`src/rtl/parport_pkg.sv`:
```
// Shared types, default timing and width helpers for the parallel-port sequencer.
package parport_pkg;

  // Sequencer states for one Centronics byte transfer
  typedef enum logic [2:0] {
    ST_IDLE   = 3'd0,
    ST_SETUP  = 3'd1,
    ST_STROBE = 3'd2,
    ST_HOLD   = 3'd3,
    ST_WAIT   = 3'd4
  } state_e;

  // Default timing in clk32 cycles
  localparam int unsigned DEF_FIFO_DEPTH  = 16;
  localparam int unsigned DEF_SETUP_CYC   = 16;
  localparam int unsigned DEF_STROBE_CYC  = 32;
  localparam int unsigned DEF_HOLD_CYC    = 16;
  localparam int unsigned DEF_TIMEOUT_CYC = 32000000;

  // Counter width able to hold 0..n-1, never narrower than one bit
  function automatic int unsigned cnt_width(input int unsigned n);
    return (n <= 2) ? 1 : $clog2(n);
  endfunction

  // Largest of three timing values
  function automatic int unsigned max3(input int unsigned a, input int unsigned b,
                                       input int unsigned c);
    int unsigned m;
    m = (a > b) ? a : b;
    return (m > c) ? m : c;
  endfunction

endpackage

```
`src/rtl/parport_fifo.sv`:
```
// Byte FIFO with registered level, not-full and empty flags.
module parport_fifo
  import parport_pkg::*;
#(
  parameter int unsigned DEPTH = DEF_FIFO_DEPTH
) (
  input  logic                       clk32,
  input  logic                       reset_n,
  input  logic [7:0]                 wr_data,
  input  logic                       push,
  input  logic                       pop,
  output logic [7:0]                 rd_data,
  output logic [$clog2(DEPTH):0]     level,
  output logic                       not_full,
  output logic                       empty,
  output logic                       empty_next_c
);

  localparam int unsigned AW = (DEPTH <= 2) ? 1 : $clog2(DEPTH);
  localparam int unsigned LW = $clog2(DEPTH) + 1;

  logic [7:0]    mem [DEPTH];
  logic [AW-1:0] wr_ptr_q, wr_ptr_d;
  logic [AW-1:0] rd_ptr_q, rd_ptr_d;
  logic [LW-1:0] level_q, level_d;
  logic          not_full_q, not_full_d;
  logic          empty_q, empty_d;
  logic          push_ok, pop_ok;

  // Next pointers, level and flags; writes are refused when full
  always_comb begin
    push_ok  = push && not_full_q;
    pop_ok   = pop && !empty_q;
    wr_ptr_d = wr_ptr_q;
    rd_ptr_d = rd_ptr_q;
    level_d  = level_q;
    if (push_ok) wr_ptr_d = AW'(wr_ptr_q + 1'b1);
    if (pop_ok)  rd_ptr_d = AW'(rd_ptr_q + 1'b1);
    case ({push_ok, pop_ok})
      2'b10:   level_d = LW'(level_q + 1'b1);
      2'b01:   level_d = LW'(level_q - 1'b1);
      default: level_d = level_q;
    endcase
    not_full_d = (level_d != LW'(DEPTH));
    empty_d    = (level_d == '0);
  end

  // Pointer, level and flag registers
  always_ff @(posedge clk32 or negedge reset_n) begin
    if (!reset_n) begin
      wr_ptr_q   <= '0;
      rd_ptr_q   <= '0;
      level_q    <= '0;
      not_full_q <= 1'b1;
      empty_q    <= 1'b1;
    end else begin
      wr_ptr_q   <= wr_ptr_d;
      rd_ptr_q   <= rd_ptr_d;
      level_q    <= level_d;
      not_full_q <= not_full_d;
      empty_q    <= empty_d;
    end
  end

  // Storage array, contents are don't-care until written
  always_ff @(posedge clk32) begin
    if (push_ok) mem[wr_ptr_q] <= wr_data;
  end

  assign rd_data      = mem[rd_ptr_q];
  assign level        = level_q;
  assign not_full     = not_full_q;
  assign empty        = empty_q;
  assign empty_next_c = empty_d;

endmodule

```
`src/rtl/parport_seq.sv`:
```
// Centronics output sequencer: byte FIFO, BUSY-paced setup/strobe/hold timing
// and sticky BUSY timeout. Optional ACK pacing with macro PARPORT_ACK_EN.
module parport_seq
  import parport_pkg::*;
#(
  parameter int unsigned FIFO_DEPTH  = DEF_FIFO_DEPTH,
  parameter int unsigned SETUP_CYC   = DEF_SETUP_CYC,
  parameter int unsigned STROBE_CYC  = DEF_STROBE_CYC,
  parameter int unsigned HOLD_CYC    = DEF_HOLD_CYC,
  parameter int unsigned TIMEOUT_CYC = DEF_TIMEOUT_CYC
) (
  input  logic                          clk32,
  input  logic                          reset_n,
  input  logic                          enable,
  input  logic [7:0]                    wr_data,
  input  logic                          wr_valid,
  output logic                          wr_ready,
  output logic [$clog2(FIFO_DEPTH):0]   fifo_level,
  input  logic                          busy_in,
`ifdef PARPORT_ACK_EN
  input  logic                          ack_n,
`endif
  output logic [7:0]                    data_out,
  output logic                          data_oe,
  output logic                          strobe_out,
  output logic                          strobe_oe,
  output logic                          idle,
  output logic                          timeout_err,
  input  logic                          clr_err
);

  localparam int unsigned CW = cnt_width(max3(SETUP_CYC, STROBE_CYC, HOLD_CYC));
  localparam int unsigned TW = cnt_width(TIMEOUT_CYC);
  localparam logic [CW-1:0] SETUP_LD  = CW'(SETUP_CYC - 1);
  localparam logic [CW-1:0] STROBE_LD = CW'(STROBE_CYC - 1);
  localparam logic [CW-1:0] HOLD_LD   = CW'(HOLD_CYC - 1);
  localparam logic [TW-1:0] TMO_LAST  = TW'(TIMEOUT_CYC - 1);

  state_e        state_q, state_d;
  logic [CW-1:0] cnt_q, cnt_d;
  logic [TW-1:0] tmo_q, tmo_d;
  logic [7:0]    data_q, data_d;
  logic          strobe_q, strobe_d;
  logic          oe_q, oe_d;
  logic          idle_q, idle_d;
  logic          err_q, err_d;
  logic          busy_meta_q, busy_s_q;
  logic          pop_c;
  logic          ack_ok;

  logic [7:0]    fifo_rd;
  logic          fifo_not_full;
  logic          fifo_empty;
  logic          fifo_empty_next;

  parport_fifo #(
    .DEPTH (FIFO_DEPTH)
  ) u_fifo (
    .clk32        (clk32),
    .reset_n      (reset_n),
    .wr_data      (wr_data),
    .push         (wr_valid),
    .pop          (pop_c),
    .rd_data      (fifo_rd),
    .level        (fifo_level),
    .not_full     (fifo_not_full),
    .empty        (fifo_empty),
    .empty_next_c (fifo_empty_next)
  );

`ifdef PARPORT_ACK_EN
  logic ack_meta_q, ack_s_q, ack_prev_q;
  logic ack_seen_q, ack_seen_d;
  logic ack_fall;

  assign ack_fall = ack_prev_q & ~ack_s_q;
  assign ack_ok   = ack_seen_q;

  // Remember an ACK falling edge seen since the strobe finished
  always_comb begin
    ack_seen_d = ack_seen_q;
    if (state_q == ST_STROBE && state_d == ST_HOLD) ack_seen_d = 1'b0;
    if (ack_fall) ack_seen_d = 1'b1;
  end

  // ACK synchroniser, edge history and seen flag
  always_ff @(posedge clk32 or negedge reset_n) begin
    if (!reset_n) begin
      ack_meta_q <= 1'b1;
      ack_s_q    <= 1'b1;
      ack_prev_q <= 1'b1;
      ack_seen_q <= 1'b0;
    end else begin
      ack_meta_q <= ack_n;
      ack_s_q    <= ack_meta_q;
      ack_prev_q <= ack_s_q;
      ack_seen_q <= ack_seen_d;
    end
  end
`else
  assign ack_ok = 1'b1;
`endif

  // Transfer sequencing, counters and next values of the registered outputs
  always_comb begin
    state_d = state_q;
    cnt_d   = cnt_q;
    tmo_d   = tmo_q;
    data_d  = data_q;
    err_d   = err_q & ~clr_err;
    pop_c   = 1'b0;

    case (state_q)
      ST_IDLE: begin
        if (enable && !fifo_empty && !busy_s_q && !err_q) begin
          pop_c   = 1'b1;
          data_d  = fifo_rd;
          cnt_d   = SETUP_LD;
          state_d = ST_SETUP;
        end
      end
      ST_SETUP: begin
        if (cnt_q == '0) begin
          cnt_d   = STROBE_LD;
          state_d = ST_STROBE;
        end else begin
          cnt_d = CW'(cnt_q - 1'b1);
        end
      end
      ST_STROBE: begin
        if (cnt_q == '0) begin
          cnt_d   = HOLD_LD;
          state_d = ST_HOLD;
        end else begin
          cnt_d = CW'(cnt_q - 1'b1);
        end
      end
      ST_HOLD: begin
        if (cnt_q == '0) begin
          tmo_d   = '0;
          state_d = ST_WAIT;
        end else begin
          cnt_d = CW'(cnt_q - 1'b1);
        end
      end
      ST_WAIT: begin
        if (!busy_s_q && ack_ok) begin
          state_d = ST_IDLE;
        end else if (tmo_q == TMO_LAST) begin
          err_d   = 1'b1;
          state_d = ST_IDLE;
        end else begin
          tmo_d = TW'(tmo_q + 1'b1);
        end
      end
      default: state_d = ST_IDLE;
    endcase

    strobe_d = (state_d != ST_STROBE);
    oe_d     = enable || (state_d != ST_IDLE);
    idle_d   = (state_d == ST_IDLE) && fifo_empty_next;
  end

  // State, counters, BUSY synchroniser and output registers
  always_ff @(posedge clk32 or negedge reset_n) begin
    if (!reset_n) begin
      state_q     <= ST_IDLE;
      cnt_q       <= '0;
      tmo_q       <= '0;
      data_q      <= '0;
      strobe_q    <= 1'b1;
      oe_q        <= 1'b0;
      idle_q      <= 1'b1;
      err_q       <= 1'b0;
      busy_meta_q <= 1'b0;
      busy_s_q    <= 1'b0;
    end else begin
      state_q     <= state_d;
      cnt_q       <= cnt_d;
      tmo_q       <= tmo_d;
      data_q      <= data_d;
      strobe_q    <= strobe_d;
      oe_q        <= oe_d;
      idle_q      <= idle_d;
      err_q       <= err_d;
      busy_meta_q <= busy_in;
      busy_s_q    <= busy_meta_q;
    end
  end

  assign wr_ready    = fifo_not_full;
  assign data_out    = data_q;
  assign data_oe     = oe_q;
  assign strobe_out  = strobe_q;
  assign strobe_oe   = oe_q;
  assign idle        = idle_q;
  assign timeout_err = err_q;

endmodule

```
`config.mk`:
```
export PLATFORM = sky130hd
export DESIGN_NAME = parport_seq
export DESIGN_NICKNAME = d
export VERILOG_FILES = /design/src/rtl/parport_pkg.sv /design/src/rtl/parport_fifo.sv /design/src/rtl/parport_seq.sv
export SDC_FILE = /design/constraint.sdc
export NUM_CORES = 1
export LEC_CHECK = 0
export ABC_AREA = 1
export BUFFER_PORTS_ARGS = -buffer_cell sky130_fd_sc_hd__clkbuf_2
export CORE_UTILIZATION = 61
export DETAILED_ROUTE_END_ITERATION = 10
export PLACE_DENSITY = 0.75
export REMOVE_ABC_BUFFERS = 1
export SLEW_MARGIN = 20
export SYNTH_ARGS = -nofsm -noshare
export SYNTH_HDL_FRONTEND = slang
export SYNTH_SLANG_ARGS = --single-unit
```
`constraint.sdc`:
```
create_clock -name clk32 -period 3.1 [get_ports clk32]
set_input_delay 0.155 -clock clk32 [delete_from_list [all_inputs] [get_ports clk32]]
set_output_delay 0.155 -clock clk32 [all_outputs]
set_load 0.05 [all_outputs]
```
-- Yosys cells after proc, flatten, opt, wreduce, memory -nomap -nowiden
Memory sizes are Yosys's and may differ from the RTL's. A register that Yosys moved wholly into a read port is not among the register bits.
Cells that the tools add are included.
- memories kept: 1
- word-level logic and storage cells: 82
- bits in registers: 54
- RAM bits: 128
- bits of input ports: 14
- output and inout bits: 19
- multiplexer cells: 24
- add/sub/neg operators: 6
- eq/ne operators: 14
- reductions and logical operators: 21
- bitwise logic cells: 2
- memory list (name ; depth ; width ; rd ports ; clocked after Yosys merged registers in ; write ports ; RTL line ; RTL):
    u_fifo.mem ; 16 ; 8 ; 1 ; 1 ; 1 ; parport_fifo.sv:22 ; logic [7:0] mem [DEPTH];
- operators with widths (operator ; count):
    25-bit 2-to-1 mux ; 3
    25-bit one-hot mux with 2 select lines ; 1
    25-bit by 1-bit adder with 25-bit output, second input constant ; 1
    25-bit == test, second input constant ; 1
    5-bit 2-to-1 mux ; 4
    5-bit one-hot mux with 4 select lines ; 1
    3-bit 2-to-1 mux ; 6
    3-bit one-hot mux with 5 select lines ; 1
    5-bit logical NOT ; 2
    2-bit inequality test, second input constant ; 5
    5-bit one-hot mux with 2 select lines ; 1
    5-bit by 1-bit subtractor with 5-bit output, second input constant ; 2
    4-bit by 1-bit adder with 4-bit output, second input constant ; 2
    1-bit 2-to-1 mux ; 7
    3-bit by 2-bit == test with 1-bit output, second input constant ; 2
    1-bit logical AND ; 6
    3-bit logical NOT ; 2
    5-bit by 1-bit adder with 5-bit output, second input constant ; 1
    5-bit inequality test, second input constant ; 1
    1-bit logical NOT ; 4
    4-bit AND reduction ; 1
    4-bit nonzero test ; 1
    3-bit by 1-bit == test with 1-bit output, second input constant ; 1
    3-bit == test, second input constant ; 1
    10 further kinds ; 10

-- Longest topological paths before layout
- depth after elaboration: 11
- gate-level depth with buffers: 15

-- Cells and area by module
From an unflattened synthesis, not the netlist that was laid out.
- cell total of the unflattened synthesis: 830
- area, all modules: 8809.7 um^2
- by module, submodules not included (module ; cells each ; area each (um^2) ; instances):
    parport_fifo ; 448 ; 5987.0 ; 1
    parport_seq ; 382 ; 2822.7 ; 1

-- Worst setup path before layout
Ideal clock, no wire load.
- kind: register -> register
- start point: register err_q (netlist: timeout_err)
- end point: register idle_q (netlist: idle)
- data required time: 3.025 ns
- data arrival time: 2.384 ns
- buffers on the path: 1
- library setup time: 0.075 ns
- path slack: 0.641 ns
- stages on the path, launching flop included: 12
- path through: dfrtp_1 > nor2_1 > nand2_1 > nor2_4 > clkbuf_1 > ha_1 > o21ai_0 > inv_1 > or2_2 > nor2_1 > nand3_1 > nor3_2
- word-level cells in the longest chain between the ends: 9
- elaborated cells on any way between the ends: 13
- classes of those cells: 2 x eq/ne; 5 x mux; 6 x reduce/logical
- RTL lines (what ; RTL line ; RTL):
    start: declaration ; parport_seq.sv:46 ; logic err_q, err_d;
    start signal: assignment ; parport_seq.sv:185 ; err_q <= err_d;
    1-bit logical NOT * ; parport_seq.sv:115 ; if (enable && !fifo_empty && !busy_s_q && !err_q) begin
    1-bit logical AND * ; parport_seq.sv:115 ;
    1-bit 2-to-1 mux * ; parport_seq.sv:115 ;
    1-bit 2-to-1 mux * ; parport_seq.sv:113 ; case (state_q)
    1-bit logical AND * ; parport_fifo.sv:33 ; pop_ok = pop && !empty_q;
    2-bit by 1-bit == test with 1-bit output / 2-bit == test (equally long branches) ; parport_fifo.sv:39 ; case ({push_ok, pop_ok})
    5-bit one-hot mux with 2 select lines * ; parport_fifo.sv:39 ;
    net u_fifo.level_d[1] ; parport_fifo.sv:25 ; logic [LW-1:0] level_q, level_d;
    5-bit logical NOT * ; parport_fifo.sv:45 ; empty_d = (level_d == '0);
    1-bit logical AND * ; parport_seq.sv:161 ; idle_d = (state_d == ST_IDLE) && fifo_empty_next;
    net idle_d ; parport_seq.sv:45 ; logic idle_q, idle_d;
    end signal: assignment ; parport_seq.sv:184 ; idle_q <= idle_d;
    end: declaration ; parport_seq.sv:45 ;
The timed path passes the listed nets; every way through them passes the cells marked *.
A chain may end at the register's enable or synchronous reset.

-- Worst setup path after layout
- start point: register cnt_q[0]
- end point: register tmo_q[16]
- word-level cells in the longest chain between the ends: 3
- RTL lines (what ; RTL line ; RTL):
    start: declaration ; parport_seq.sv:40 ; logic [CW-1:0] cnt_q, cnt_d;
    start signal: assignment ; parport_seq.sv:179 ; cnt_q <= cnt_d;
    5-bit logical NOT ; parport_seq.sv:139 ; if (cnt_q == '0) begin
    2-bit inequality test (no line) ; - ;
    4-bit AND reduction (no line) ; - ;
    end signal: assignment ; parport_seq.sv:180 ; tmo_q <= tmo_d;
    end: declaration ; parport_seq.sv:41 ; logic [TW-1:0] tmo_q, tmo_d;
No other way between the ends.

==> impl_metrics.yaml <==
pwr:
  peakVddDrop_uv: 447
  pwr_density_cell_nw_per_um2: 628
  p_leak_nw: 3.56
clock_network:
  cts_buffer_depth: 2
  post-cts-setup-buffers: 0
  cts_tree: "yes"
  ctsHoldBuffers: 4
  cts_buffers: 17
  ctsResizeCount: 0
  cts_root_buf: "clkbuf_16"
  clk_pin_slew_ns: 0.06
  cts_htree_levels: 4
  clock_latency_ns: 0.43
  cts.sinks: 190
die:
  io-pin-count: 33
  fp.coreArea_um2: 13300
  die_h_um: 119
  die_area_um2: 14200
  die_x_um: 119
  placementRows: 42
  start_util: 0.628
timing:
  finalSetupViolCount: 0
  fin_crit_ns: 2.49
  fin_tns_setup_ns: 0
  whs_ns: 0.187
  maxSlewViolCount: 0
  rsz0062_at_grt: "false"
  max-slew-margin-rel: 0.371
  fin_crit_sh: 0.802
  fmax_ghz: 0.402
  worst_pin_slew_ns: 0.940
  finClkSkew_ns: 0.00698
  finalHoldViolCount: 0
  setup_ws_ns: 0.614
setup_path:
  r2r_start: "cnt_q[0]"
  r2r_cells: 10
  end_kind: "flop"
  required_ns: 3.42
  rr_endpoint: "tmo_q[16]"
  startpoint_type: "flop"
  reg2reg_slack_ns: 0.61
  arrival_ns: 2.80
  worstPathMaxFanout: 34
  critical_path_class: "reg2reg"
routing:
  antenna_left: 0
  wire_per_inst_um: 19.0
  drc: 0
  vias_per_cell: 6.08
  wl_mm: 18.8
  vias: 5993
  drtIter0Drc: 718
  first_pass_iters: 5
synth:
  yosysSeqAreaShare: 0.644
  yosys-mux-area-fraction: 0
  ys.flop_type: "edfxtp_1"
  synthCells: 758
  synthSimpleGateAreaFrac: 0.149
  ys_async_sr_fraction: 0.326
  yosysUniqueCellTypes: 46
  synth_edf_count: 128
  syn_area_um2: 8380
  synth_seq_cells: 190
  synth_top_family_by_area: "simple AND/OR/NAND/NOR gates"
  yosys_warnings: 0
  avgSynthCellArea_um2: 11.1
  synth-compound-area-share: 0.120
  synth-xor-area-share: 0.0281
  synth_fa_ha_area_frac: 0.0149
cells_and_area:
  final_common_cell: "edfxtp_1"
  multi_input_area_um2: 2610
  nFillCells: 953
  nets: 821
  layout_common_cells: "128 x edfxtp_1, 115 x nor2_1, 82 x nand2_1"
  synthToLayoutAreaGrowth_pct: 11.3
  seq_area_um2: 5400
  layout-drive-gt1-share: 0.133
  n_antenna_cell: 0
  final_util: 0.699
place:
  gp_congestion: 0.980
  io_buffers: 32
  hpwlAfterDp_mm: 12.0
  pre_cts_ws_ns: 0.645
flow_run:
  cap_violations: 0
global_route:
  grtUsageTotal: 0.286
  grt_pass1_wl_mm: 30.5
  overflow: 0
  grt_pass1_vias: 5914
  antenna_found_initial: 0
  grt_max_degree: 68
min_path:
  hp-start: "wr_data[7]"
  hp-class: "in2reg"
  holdPathStages: 1
  hold_end: "u_fifo.mem[8][7]"
status:
  outcome: "completed"
==> worst max-delay path, cell delays in order (launching register included) <==
cell and delay [ns]:
dfrtp_1 0.40, inv_1 0.10, ha_1 0.15, inv_1 0.04
nor2_1 0.10, nand2_1 0.12, inv_1 0.17, nand2_1 0.17
nand2_2 0.29, clkinv_2 0.42, o31ai_1 0.39
==> how the worst max path moves through the flow <==
stage / startpoint / end / slack, ns
floorplan: u_fifo.rd_ptr_q[0] / data_out[4] / -0.22
finish: cnt_q[0] / tmo_q[16] / 0.61
CTS: cnt_q[0] / tmo_q[15] / 0.61
detailed placement: tmo_q[0] / tmo_q[15] / 0.64
global placement: u_fifo.not_full / idle / 0.81
global route: cnt_q[0] / tmo_q[16] / 0.37
==> kinds of logic after synthesis <==
kind of cell	Yosys count
flops	190
compound gates	160
buf+inv	93
simple gates	279
xor+xnor	26
fa+ha+maj	10
==> report_power, final <==
group          switching (W)  internal [W]
Combinational       0.000548      0.000175
Clock               0.000905       0.00118
Sequential         0.0000990       0.00296
==> per-layer routing <==
metal  track usage  vias to the layer above  part of all wire
met3        0.0560                       46             0.064
met4         0.131                        0             0.033
met2         0.478                      288              0.51
met5             0                        -                 0
met1         0.361                     2882              0.39
li1              -                     2777                 -
==> cells in the mapped netlist (11+ instances only) <==
| library cell | instances | area share |
|---|---|---|
| clkbuf_1 | 22 | 0.0098 |
| o221ai_1 | 23 | 0.024 |
| dfrtp_1 | 58 | 0.17 |
| o31ai_1 | 15 | 0.013 |
| xor2_1 | 17 | 0.018 |
| nand2_1 | 82 | 0.037 |
| o21ai_0 | 76 | 0.045 |
| edfxtp_1 | 128 | 0.46 |
| inv_1 | 51 | 0.023 |
| o22ai_1 | 12 | 0.0090 |
| o211ai_1 | 11 | 0.0098 |
| nand4_1 | 15 | 0.011 |
| nor3_1 | 13 | 0.0078 |
| nor2_1 | 115 | 0.051 |
| nand3_1 | 32 | 0.019 |
==> through the flow <==
stage / cells / instance area [µm²] / total power, W
after global placement: 950 / 8740 / 0.00377
after floorplan: 727 / 8240 / 0.00356
final: 986 / 9330 / 0.00586
after CTS: 986 / 9330 / 0.00587
after global routing: 986 / 9330 / 0.00607
after detailed placement: 950 / 8740 / 0.00382
==> flip-flops by register name, indices dropped and copies added, names as in the netlist, 3 cells and up <==
register         count
data_out             8
u_fifo.level         5
tmo_q               25
state_q              3
u_fifo.wr_ptr_q      4
u_fifo.mem         128
u_fifo.rd_ptr_q      4
cnt_q                5
==> area by class of cell <==
cell class                 count  share of cell area
clock buffer                  19              0.0464
clock inverter                13              0.0131
inverter                      62              0.0251
multi-input combinational    475               0.280
sequential                   190               0.579
tap                          176              0.0236
timing repair buffer          51              0.0335
No activity file was read; power rests on OpenSTA's default activity.
